<file path="config.mk">
export PLATFORM = sky130hd
export DESIGN_NAME = mem_arbiter_flat
export DESIGN_NICKNAME = d
export VERILOG_FILES = /design/src/rtl/mem_arb_pkg.sv /design/src/rtl/mem_arbiter_if.sv /design/src/rtl/wr_pulse_timer.sv /design/src/rtl/mem_arbiter.sv /design/src/flat_wrapper.sv
export SDC_FILE = /design/constraint.sdc
export NUM_CORES = 1
export LEC_CHECK = 0
export BUFFER_PORTS_ARGS = -buffer_cell sky130_fd_sc_hd__clkbuf_2
export CAP_MARGIN = 15
export CORE_AREA = 2 2 94 96
export CTS_CLUSTER_SIZE = 24
export DETAILED_ROUTE_END_ITERATION = 16
export DIE_AREA = 0 0 96 98
export PLACE_DENSITY_LB_ADDON = 0.05
export SKIP_CTS_REPAIR_TIMING = 1
export SYNTH_ARGS = -nofsm -noshare
export SYNTH_HDL_FRONTEND = slang
export SYNTH_SLANG_ARGS = --single-unit
</file>
<file path="constraint.sdc">
create_clock -name clk -period 2.2 [get_ports clk]
set_clock_uncertainty 0.05 [all_clocks]
set_input_delay 0.11 -clock clk [delete_from_list [all_inputs] [get_ports clk]]
set_output_delay 0.11 -clock clk [all_outputs]
set_load 0.01 [all_outputs]
</file>
<file path="src/rtl/mem_arb_pkg.sv">
// Shared types and constants for the Ram2 SRAM arbiter between instruction fetch and data memory.
package mem_arb_pkg;

    localparam int RAM_ADDR_W_DEF = 18;
    localparam int WR_CNT_W       = 4;

    typedef enum logic [2:0] {
        IDLE = 3'd0,
        RD   = 3'd1,
        WS   = 3'd2,
        WP   = 3'd3,
        WH   = 3'd4,
        DONE = 3'd5
    } arb_state_e;

    typedef enum logic {
        GNT_IF = 1'b0,
        GNT_DM = 1'b1
    } gnt_e;

endpackage

</file>
<file path="src/rtl/mem_arbiter_if.sv">
// Pipeline-side request ports and SRAM pins of mem_arbiter; slave is the arbiter side.
interface mem_arbiter_if
    import mem_arb_pkg::*;
#(
    parameter int RAM_ADDR_W = RAM_ADDR_W_DEF
);
    logic                  if_req;
    logic [15:0]           if_addr;
    logic [15:0]           if_rdata;
    logic                  if_ack;

    logic                  dm_req;
    logic                  dm_we;
    logic [15:0]           dm_addr;
    logic [15:0]           dm_wdata;
    logic [15:0]           dm_rdata;
    logic                  dm_ack;

    logic                  stall;

    logic [RAM_ADDR_W-1:0] ram_addr;
    logic [15:0]           ram_dout;
    logic [15:0]           ram_din;
    logic                  ram_drive;
    logic                  ram_en_n;
    logic                  ram_oe_n;
    logic                  ram_we_n;

    modport slave (
        input  if_req, if_addr, dm_req, dm_we, dm_addr, dm_wdata, ram_din,
        output if_rdata, if_ack, dm_rdata, dm_ack, stall,
               ram_addr, ram_dout, ram_drive, ram_en_n, ram_oe_n, ram_we_n
    );

    modport master (
        output if_req, if_addr, dm_req, dm_we, dm_addr, dm_wdata, ram_din,
        input  if_rdata, if_ack, dm_rdata, dm_ack, stall,
               ram_addr, ram_dout, ram_drive, ram_en_n, ram_oe_n, ram_we_n
    );

endinterface

</file>
<file path="src/rtl/wr_pulse_timer.sv">
// Down-counter timing the write-enable low pulse; tc marks the last pulse cycle.
module wr_pulse_timer
    import mem_arb_pkg::*;
#(
    parameter int WR_CYCLES = 2
) (
    input  logic clk,
    input  logic rst,
    input  logic load,
    input  logic en,
    output logic tc
);

    logic [WR_CNT_W-1:0] cnt_q, cnt_d;

    always_comb begin
        cnt_d = cnt_q;
        if (load) begin
            cnt_d = WR_CNT_W'(WR_CYCLES);
        end else if (en && (cnt_q != '0)) begin
            cnt_d = cnt_q - WR_CNT_W'(1);
        end
    end

    always_ff @(posedge clk or negedge rst) begin
        if (!rst) begin
            cnt_q <= '0;
        end else begin
            cnt_q <= cnt_d;
        end
    end

    assign tc = (cnt_q == WR_CNT_W'(1));

endmodule

</file>
<file path="src/rtl/mem_arbiter.sv">
// Ram2 SRAM controller and IF/DM arbiter with multi-cycle read/write sequencing.
// Define MEM_ARB_RR_EN for round-robin arbitration instead of fixed DM priority.
module mem_arbiter
    import mem_arb_pkg::*;
#(
    parameter int WR_CYCLES  = 2,
    parameter int RAM_ADDR_W = RAM_ADDR_W_DEF
) (
    input  logic         clk,
    input  logic         rst,
    mem_arbiter_if.slave bus
);

    arb_state_e  state_q, state_d;
    gnt_e        gnt_q, gnt_d;
    gnt_e        gnt_sel;
    logic [15:0] addr_q, addr_d;
    logic [15:0] wdata_q, wdata_d;
    logic [15:0] if_rdata_q, if_rdata_d;
    logic [15:0] dm_rdata_q, dm_rdata_d;
    logic        wr_tc;
    logic        if_ack, dm_ack;
`ifdef MEM_ARB_RR_EN
    gnt_e        last_gnt_q, last_gnt_d;
`endif

    wr_pulse_timer #(
        .WR_CYCLES (WR_CYCLES)
    ) u_wr_pulse_timer (
        .clk  (clk),
        .rst  (rst),
        .load (state_q == WS),
        .en   (state_q == WP),
        .tc   (wr_tc)
    );

    always_comb begin
`ifdef MEM_ARB_RR_EN
        if (bus.dm_req && bus.if_req) begin
            gnt_sel = (last_gnt_q == GNT_DM) ? GNT_IF : GNT_DM;
        end else begin
            gnt_sel = bus.dm_req ? GNT_DM : GNT_IF;
        end
`else
        gnt_sel = bus.dm_req ? GNT_DM : GNT_IF;
`endif
    end

    always_comb begin
        state_d    = state_q;
        gnt_d      = gnt_q;
        addr_d     = addr_q;
        wdata_d    = wdata_q;
        if_rdata_d = if_rdata_q;
        dm_rdata_d = dm_rdata_q;
`ifdef MEM_ARB_RR_EN
        last_gnt_d = last_gnt_q;
`endif
        case (state_q)
            IDLE: begin
                if (bus.if_req || bus.dm_req) begin
                    gnt_d   = gnt_sel;
                    addr_d  = (gnt_sel == GNT_DM) ? bus.dm_addr : bus.if_addr;
                    wdata_d = bus.dm_wdata;
                    state_d = ((gnt_sel == GNT_DM) && bus.dm_we) ? WS : RD;
`ifdef MEM_ARB_RR_EN
                    last_gnt_d = gnt_sel;
`endif
                end
            end
            RD: begin
                if (gnt_q == GNT_DM) begin
                    dm_rdata_d = bus.ram_din;
                end else begin
                    if_rdata_d = bus.ram_din;
                end
                state_d = DONE;
            end
            WS:      state_d = WP;
            WP:      if (wr_tc) state_d = WH;
            WH:      state_d = DONE;
            DONE:    state_d = IDLE;
            default: state_d = IDLE;
        endcase
    end

    always_ff @(posedge clk or negedge rst) begin
        if (!rst) begin
            state_q    <= IDLE;
            gnt_q      <= GNT_DM;
            addr_q     <= '0;
            wdata_q    <= '0;
            if_rdata_q <= '0;
            dm_rdata_q <= '0;
`ifdef MEM_ARB_RR_EN
            last_gnt_q <= GNT_DM;
`endif
        end else begin
            state_q    <= state_d;
            gnt_q      <= gnt_d;
            addr_q     <= addr_d;
            wdata_q    <= wdata_d;
            if_rdata_q <= if_rdata_d;
            dm_rdata_q <= dm_rdata_d;
`ifdef MEM_ARB_RR_EN
            last_gnt_q <= last_gnt_d;
`endif
        end
    end

    // Chip stays enabled for the whole write so WE can toggle inside a selected cycle.
    assign bus.ram_en_n  = !((state_q == RD) || (state_q == WS) ||
                             (state_q == WP) || (state_q == WH));
    assign bus.ram_oe_n  = (state_q != RD);
    assign bus.ram_we_n  = (state_q != WP);
    assign bus.ram_drive = (state_q == WS) || (state_q == WP) || (state_q == WH);

    assign if_ack = (state_q == DONE) && (gnt_q == GNT_IF);
    assign dm_ack = (state_q == DONE) && (gnt_q == GNT_DM);

    assign bus.if_ack   = if_ack;
    assign bus.dm_ack   = dm_ack;
    assign bus.stall    = (bus.if_req & ~if_ack) | (bus.dm_req & ~dm_ack);
    assign bus.if_rdata = if_rdata_q;
    assign bus.dm_rdata = dm_rdata_q;
    assign bus.ram_addr = RAM_ADDR_W'(addr_q);
    assign bus.ram_dout = wdata_q;

endmodule
</file>
<file path="src/flat_wrapper.sv">
// flat-port wrapper written by rule: the top's interface ports become plain ports
module mem_arbiter_flat import mem_arb_pkg::*;
#(
    parameter int WR_CYCLES  = 2,
    parameter int RAM_ADDR_W = RAM_ADDR_W_DEF
)
  (clk, rst, bus_if_req, bus_if_addr, bus_dm_req, bus_dm_we, bus_dm_addr, bus_dm_wdata, bus_ram_din, bus_if_rdata, bus_if_ack, bus_dm_rdata, bus_dm_ack, bus_stall, bus_ram_addr, bus_ram_dout, bus_ram_drive, bus_ram_en_n, bus_ram_oe_n, bus_ram_we_n);
  mem_arbiter_if #(.RAM_ADDR_W(RAM_ADDR_W)) bus_i ();
  input  logic clk;
  input  logic rst;
  input wire logic [$bits(bus_i.if_req)-1:0] bus_if_req;
  input wire logic [$bits(bus_i.if_addr)-1:0] bus_if_addr;
  input wire logic [$bits(bus_i.dm_req)-1:0] bus_dm_req;
  input wire logic [$bits(bus_i.dm_we)-1:0] bus_dm_we;
  input wire logic [$bits(bus_i.dm_addr)-1:0] bus_dm_addr;
  input wire logic [$bits(bus_i.dm_wdata)-1:0] bus_dm_wdata;
  input wire logic [$bits(bus_i.ram_din)-1:0] bus_ram_din;
  output wire logic [$bits(bus_i.if_rdata)-1:0] bus_if_rdata;
  output wire logic [$bits(bus_i.if_ack)-1:0] bus_if_ack;
  output wire logic [$bits(bus_i.dm_rdata)-1:0] bus_dm_rdata;
  output wire logic [$bits(bus_i.dm_ack)-1:0] bus_dm_ack;
  output wire logic [$bits(bus_i.stall)-1:0] bus_stall;
  output wire logic [$bits(bus_i.ram_addr)-1:0] bus_ram_addr;
  output wire logic [$bits(bus_i.ram_dout)-1:0] bus_ram_dout;
  output wire logic [$bits(bus_i.ram_drive)-1:0] bus_ram_drive;
  output wire logic [$bits(bus_i.ram_en_n)-1:0] bus_ram_en_n;
  output wire logic [$bits(bus_i.ram_oe_n)-1:0] bus_ram_oe_n;
  output wire logic [$bits(bus_i.ram_we_n)-1:0] bus_ram_we_n;
  assign bus_i.if_req = bus_if_req;
  assign bus_i.if_addr = bus_if_addr;
  assign bus_i.dm_req = bus_dm_req;
  assign bus_i.dm_we = bus_dm_we;
  assign bus_i.dm_addr = bus_dm_addr;
  assign bus_i.dm_wdata = bus_dm_wdata;
  assign bus_i.ram_din = bus_ram_din;
  assign bus_if_rdata = bus_i.if_rdata;
  assign bus_if_ack = bus_i.if_ack;
  assign bus_dm_rdata = bus_i.dm_rdata;
  assign bus_dm_ack = bus_i.dm_ack;
  assign bus_stall = bus_i.stall;
  assign bus_ram_addr = bus_i.ram_addr;
  assign bus_ram_dout = bus_i.ram_dout;
  assign bus_ram_drive = bus_i.ram_drive;
  assign bus_ram_en_n = bus_i.ram_en_n;
  assign bus_ram_oe_n = bus_i.ram_oe_n;
  assign bus_ram_we_n = bus_i.ram_we_n;
  mem_arbiter #(.WR_CYCLES(WR_CYCLES), .RAM_ADDR_W(RAM_ADDR_W)) u_core (.clk(clk), .rst(rst), .bus(bus_i));
endmodule
</file>
==> results of run 1 <==
==> synth_stat cells <==
| library cell | instances |
|---|---|
| mux2_4 | 20 |
| or3b_2 | 1 |
| a2bb2oi_1 | 1 |
| nor3_2 | 1 |
| a22o_1 | 1 |
| or3_1 | 2 |
| o41ai_1 | 1 |
| mux2i_1 | 1 |
| dfstp_2 | 1 |
| o21a_1 | 1 |
| o311ai_0 | 1 |
| a21oi_1 | 1 |
| nor2_8 | 2 |
| inv_1 | 7 |
| or3b_1 | 1 |
| buf_4 | 6 |
| ha_1 | 3 |
| buf_12 | 2 |
| conb_1 | 1 |
| buf_6 | 2 |
| mux2_2 | 60 |
| clkbuf_1 | 2 |
| nand2b_1 | 2 |
| dfrtp_1 | 71 |
| buf_2 | 1 |
| o21ai_0 | 7 |
| nor2_1 | 5 |
| a21boi_0 | 1 |
| o211ai_1 | 2 |
| nor3b_1 | 1 |
| nand3b_1 | 2 |
| nand2_1 | 6 |
| a31o_2 | 1 |
| nor3_1 | 1 |
==> worst min-delay path by stage <==
stage,end,from
after floorplan,u_core.addr_q[0]$_DFFE_PN0P_,rst
after global placement,u_core.state_q[2]$_DFFE_PN0P_,rst
after detailed placement,u_core.state_q[2]$_DFFE_PN0P_,rst
after CTS,u_core.state_q[2]$_DFFE_PN0P_,rst
after global routing,u_core.gnt_q$_DFFE_PN1P_,bus_if_req
final,u_core.gnt_q$_DFFE_PN1P_,bus_if_req
==> worst max-delay path, cell delays in order, from the launching register on <==
cell     delay (ns)
dfrtp_1        0.47
or3b_1         0.57
nor2_8         0.37
mux2_2         0.39
==> flip-flops by register name (all words and copies together), names as in the netlist <==
register                       cells
u_core.bus.dm_rdata               16
u_core.bus.ram_dout               16
u_core.state_q                     3
u_core.bus.if_rdata               16
u_core.addr_q                     16
u_core.gnt_q                       1
u_core.u_wr_pulse_timer.cnt_q      4
==> per-stage QoR <==
stage	cells	cell area (sq um)	utilization, %	hold slack [ns]	setup slack (ns)
CTS	474	4260	50.3	-0.232	0.203
global placement	459	4020	47.5	0.135	0.264
floorplan	219	3260	-	-0.236	0.439
detailed placement	459	4020	47.5	0.134	0.216
global route	508	4600	54.3	0.0398	0.140
finish	508	4600	54.3	0.0451	0.213
==> cells by family (layout without fill, tap and decap cells) <==
| logic type | Yosys count | count (layout) | share of synthesized area (%) |
|---|---|---|---|
| buf+inv | 20 | 201 | 4.50 |
| flops | 72 | 72 | 55.4 |
| compound gates | 17 | 17 | 3.50 |
| other cells | 1 | 2 | 0.115 |
| fa+ha+maj | 3 | 3 | 1.15 |
| mux | 81 | 81 | 30.3 |
| simple gates | 24 | 24 | 4.96 |
==> where the power goes <==
group	internal (uW)	switching [uW]	leakage [uW]
Combinational	1570	1300	0.00129
Sequential	2020	422	0.000854
Clock	745	476	0.000119
Total	4330	2190	0.00226
==> per-layer routing <==
| metal | vias to the layer above | track usage [%] | wire length [um] | share of wire, % |
|---|---|---|---|---|
| li1 | 1112 | - | - | - |
| met4 | 0 | 5.49 | 71 | 0.97 |
| met3 | 6 | 6.40 | 647 | 8.9 |
| met2 | 90 | 23.0 | 3480 | 48 |
| met1 | 1137 | 20.5 | 3110 | 43 |
| met5 | - | 0 | 0 | 0 |
==> cell type report <==
| class | count | share of cell area, % |
|---|---|---|
| Clock buffer | 9 | 2.69 |
| Inverter | 7 | 0.572 |
| Sequential cell | 72 | 39.2 |
| Tap cell | 108 | 2.94 |
| Multi-Input combinational cell | 127 | 28.4 |
| Timing Repair Buffer | 179 | 23.8 |
| Clock inverter | 6 | 2.37 |
==> flow_metrics.tcl, run 1 <==
set metrics [dict create \
    crit_start "u_core.state_q[2]$_DFFE_PN0P_" \
    grt_usage_pct 15.5 \
    die_x_um 96 \
    dieArea_sq_um 9410 \
    synth.top_cell.area_share_pct 54.6 \
    cts_tree "built" \
    antenna_found_initial 0 \
    drtIter0Drc 44 \
    arrival_ns 2.14 \
    final_cell_mix "138 x clkbuf_2, 71 x dfrtp_1, 60 x mux2_2" \
    start_kind "flip-flop" \
    netlist_instances 218 \
    end_kind "flip-flop" \
    max-vdd-ir-drop_mv 0.529 \
    drtAntennaViolNets 0 \
    coreArea_sq_um 8470 \
    setup_viol 0 \
    drive_above_1_share_pct 61.5 \
    syn_area_sq_um 3250 \
    wl_per_cell_um 14.4 \
    vias 2345 \
    path_clk_slew_ns 0.08 \
    final-hold-violation-count 0 \
    finalCriticalPeriod_ns 1.99 \
    synth_top_cell_by_area "dfrtp_1" \
    clk_latency_ns 0.33 \
    htreeDepth 3 \
    grt_max_degree 41 \
    synth-seq-cells 72 \
    syn2layout_area_growth_pct 41.4 \
    hold_path_depth 3 \
    status "finished clean" \
    final-seq-area_sq_um 1800 \
    gr-total-overflow 0 \
    cp_max_fo 16 \
    fin_crit_sh_pct 90.3 \
    antenna_cells 0 \
    first_pass_iters 4 \
    tightest_slew_ns 0.580 \
    clock-sinks 72 \
    rsz0062_at_grt "no" \
    slew_headroom_pct 61.3 \
    yosysUniqueCellTypes 34 \
    placementRows 34 \
    cts_buffers 9 \
    hp-class "in2reg" \
    crit_type "reg2reg" \
    synth_seq_area_share_pct 55.4 \
    avgViaCountPerCell 4.62 \
    multi_input_area_sq_um 1310 \
    worstReg2RegEnd "u_core.bus.dm_rdata[15]$_DFFE_PN0P_" \
    clockRootBuffer "clkbuf_8" \
    yosys-top-cells-area "dfrtp_1 55%, mux2_2 21%, mux2_4 9.2%" \
    wl_mm 7.31 \
    nNetsFinal 468 \
    nFillCells 764 \
    grt_pass1_wl_mm 11.5 \
    max_freq_mhz 503 \
    num_io_pins 142 \
    p_per_area_nw_per_um2 1420 \
    clockBufferDepth 2 \
    drc 0 \
    grt_pass1_vias 2327 \
    slew_violations 0 \
    final_common_cell "clkbuf_2" \
    ys_warn_count 0 \
    hpwl_mm 5.04 \
    r2r_slack_ns 0.21 \
    p_leak_uw 0.00226 \
    required_ns 2.36 \
    maxCapViolations 0 \
    die_h_um 98 \
    timing.rr.start "u_core.state_q[2]$_DFFE_PN0P_" \
    syn_area_per_cell_sq_um 14.9 \
    start_util_pct 38.4 \
    setup_tns_ns 0 \
    total_power_uw 6530 \
    io_buffers 139 \
    gp_congestion 0.750 \
    worstSetupEndpoint "u_core.bus.dm_rdata[15]$_DFFE_PN0P_" \
    r2r_cells 3 \
]
No activity file was read; power rests on OpenSTA's default activity.
==> run 2: changes to the inputs <==
--- a/config.mk
+++ b/config.mk
@@ -8,6 +8,7 @@
 export BUFFER_PORTS_ARGS = -buffer_cell sky130_fd_sc_hd__clkbuf_2
 export CAP_MARGIN = 15
 export CORE_AREA = 2 2 94 96
+export CTS_BUF_LIST = sky130_fd_sc_hd__clkbuf_4 sky130_fd_sc_hd__clkbuf_8
 export CTS_CLUSTER_SIZE = 24
 export DETAILED_ROUTE_END_ITERATION = 16
 export DIE_AREA = 0 0 96 98
==> constraint.sdc (replaced) <==
create_clock -name clk -period 1.75 [get_ports clk]
set_clock_uncertainty 0.05 [all_clocks]
set_input_delay 0.0875 -clock clk [delete_from_list [all_inputs] [get_ports clk]]
set_output_delay 0.0875 -clock clk [all_outputs]
set_load 0.01 [all_outputs]
==> flow_metrics.tcl, run 2 (synthesized netlist as in run 1, its figures left out) <==
set metrics [dict create \
    seq_power_share_pct 36.4 \
    setup_viol 0 \
    holdCritStartpoint "bus_if_req" \
    cp_slowest_cell "dfrtp_1" \
    cp_num_buf_inv 2 \
    grt_usage_pct 15.3 \
    vias 2351 \
    nNetsFinal 474 \
    antenna_found_initial 0 \
    r2r_slack_ns 0.1 \
    finalWorstSetupSlack_ns 0.0961 \
    internal-power_uw 5420 \
    syn2layout_area_growth_pct 44.1 \
    hp-class "in2reg" \
    arrival_ns 1.83 \
    cts_buffers 9 \
    crit_start "u_core.state_q[2]$_DFFE_PN0P_" \
    cts_tree "built" \
    whs_endpoint "u_core.gnt_q$_DFFE_PN1P_" \
    grt_pass1_wl_mm 11.3 \
    die_x_um 96 \
    fin_crit_sh_pct 94.5 \
    clockBufferDepth 2 \
    coreArea_sq_um 8470 \
    crit_type "reg2reg" \
    drtAntennaViolNets 0 \
    cp_max_fo 16 \
    wl_mm 7.37 \
    final_cell_mix "138 x clkbuf_2, 71 x dfrtp_1, 60 x mux2_2" \
    wl_per_cell_um 14.3 \
    cp_top_family "flip-flops" \
    final_common_cell "clkbuf_2" \
    clk_latency_ns 0.34 \
    max-vdd-ir-drop_mv 0.683 \
    start_kind "flip-flop" \
    grt_max_degree 46 \
    start_util_pct 38.4 \
    crit_path_max_incr_delay_ns 0.39 \
    hold_path_depth 3 \
    p_comb_share_pct 47.6 \
    io_buffers 139 \
    switching_share_pct 34.3 \
    htreeDepth 3 \
    max_freq_mhz 605 \
    switchingPower_uw 2830 \
    cp_num_cells 5 \
    drtIter0Drc 37 \
    p_leak_uw 0.00229 \
    die_h_um 98 \
    grt_pass1_vias 2350 \
    required_ns 1.92 \
    total_power_uw 8250 \
    dieArea_sq_um 9410 \
    antenna_cells 0 \
    status "finished clean" \
    hpwl_mm 4.94 \
    worstReg2RegEnd "u_core.addr_q[6]$_DFFE_PN0P_" \
    finalCriticalPeriod_ns 1.65 \
    gp_congestion 0.726 \
    r2r_cells 5 \
    path_clk_slew_ns 0.08 \
    drive_above_1_share_pct 62.7 \
    slew_violations 0 \
    maxCapViolations 0 \
    rsz0062_at_grt "no" \
    num_io_pins 142 \
    gr-total-overflow 0 \
    clock-sinks 72 \
    p_per_area_nw_per_um2 1760 \
    end_kind "flip-flop" \
    final-hold-violation-count 0 \
    drc 0 \
    avgViaCountPerCell 4.57 \
    path_cells "buf_4 -> nor3_4 -> o21a_4 -> clkbuf_16 -> mux2_2" \
    placementRows 34 \
    first_pass_iters 4 \
    p_clk_share_pct 16.1 \
    pre_cts_slack_ns -0.0141 \
    clockRootBuffer "clkbuf_8" \
    timing.rr.start "u_core.state_q[2]$_DFFE_PN0P_" \
]
-- run 2: changes by cell type in the layout (fill, tap and decap cells not counted), sizes merged --
cell,delta
bufinv,-2
clkinvlp,+1
buf,+5
clkbuf,+3
-- run 2: how the worst max path moves through the flow --
stage | endpoint | slack (ns)
6_report | u_core.addr_q[6]$_DFFE_PN0P_ | 0.1
5_1_grt | u_core.state_q[2]$_DFFE_PN0P_ | 0.008
4_1_cts | u_core.bus.dm_rdata[2]$_DFFE_PN0P_ | -0.03
3_5_place_dp | u_core.bus.dm_rdata[2]$_DFFE_PN0P_ | -0.01
3_3_place_gp | u_core.bus.if_rdata[2]$_DFFE_PN0P_ | 0.01
2_1_floorplan | u_core.bus.dm_rdata[10]$_DFFE_PN0P_ | -0.01
-- run 2: worst min-delay path: cells and delay by family --
kind	cells	cell delay [ns]
buffers and inverters	1	0.12
AOI/OAI and AO/OA	1	0.11
and+or+nand+nor	1	0.06
-- run 2: final cells by class --
class	count	area, sq um
clock buffers	11	145
clock inverters	5	56.3
fillers	726	3780
inverters	7	26.3
multi-input cells	127	1320
flip-flops and latches	72	1800
well taps	108	135
repair buffers	185	1200
-- run 2: metrics by stage --
stage	utilization, %	area (sq um)	std cells	TNS, ns	hold WS (ns)
final	55.3	4680	515	0	0.0164
after global routing	55.3	4680	515	0	0.0175
after CTS	50.8	4300	480	-0.209	-0.389
after detailed placement	48.4	4100	464	-0.0509	-0.00609
after global placement	48.4	4100	464	0	-0.00783
after floorplan	-	3260	219	-0.221	-0.258
-- run 2: per-layer routing --
layer  up-vias  global-route usage (%)  part of all wire, %
met5         -                       0                    0
met1      1118                    20.2                   45
met3         8                    5.48                  7.6
li1       1132                       -                    -
met4         0                    5.60                  1.2
met2        93                    22.9                   46
-- run 2: power groups by stage --
stage | Sequential, uW | Clock [uW] | Combinational, uW
floorplan | 3360 | 0 | 2120
global placement | 3010 | 0 | 3750
detailed placement | 3020 | 0 | 3820
CTS | 3000 | 1380 | 3820
global route | 3120 | 1440 | 4280
finish | 3000 | 1320 | 3920
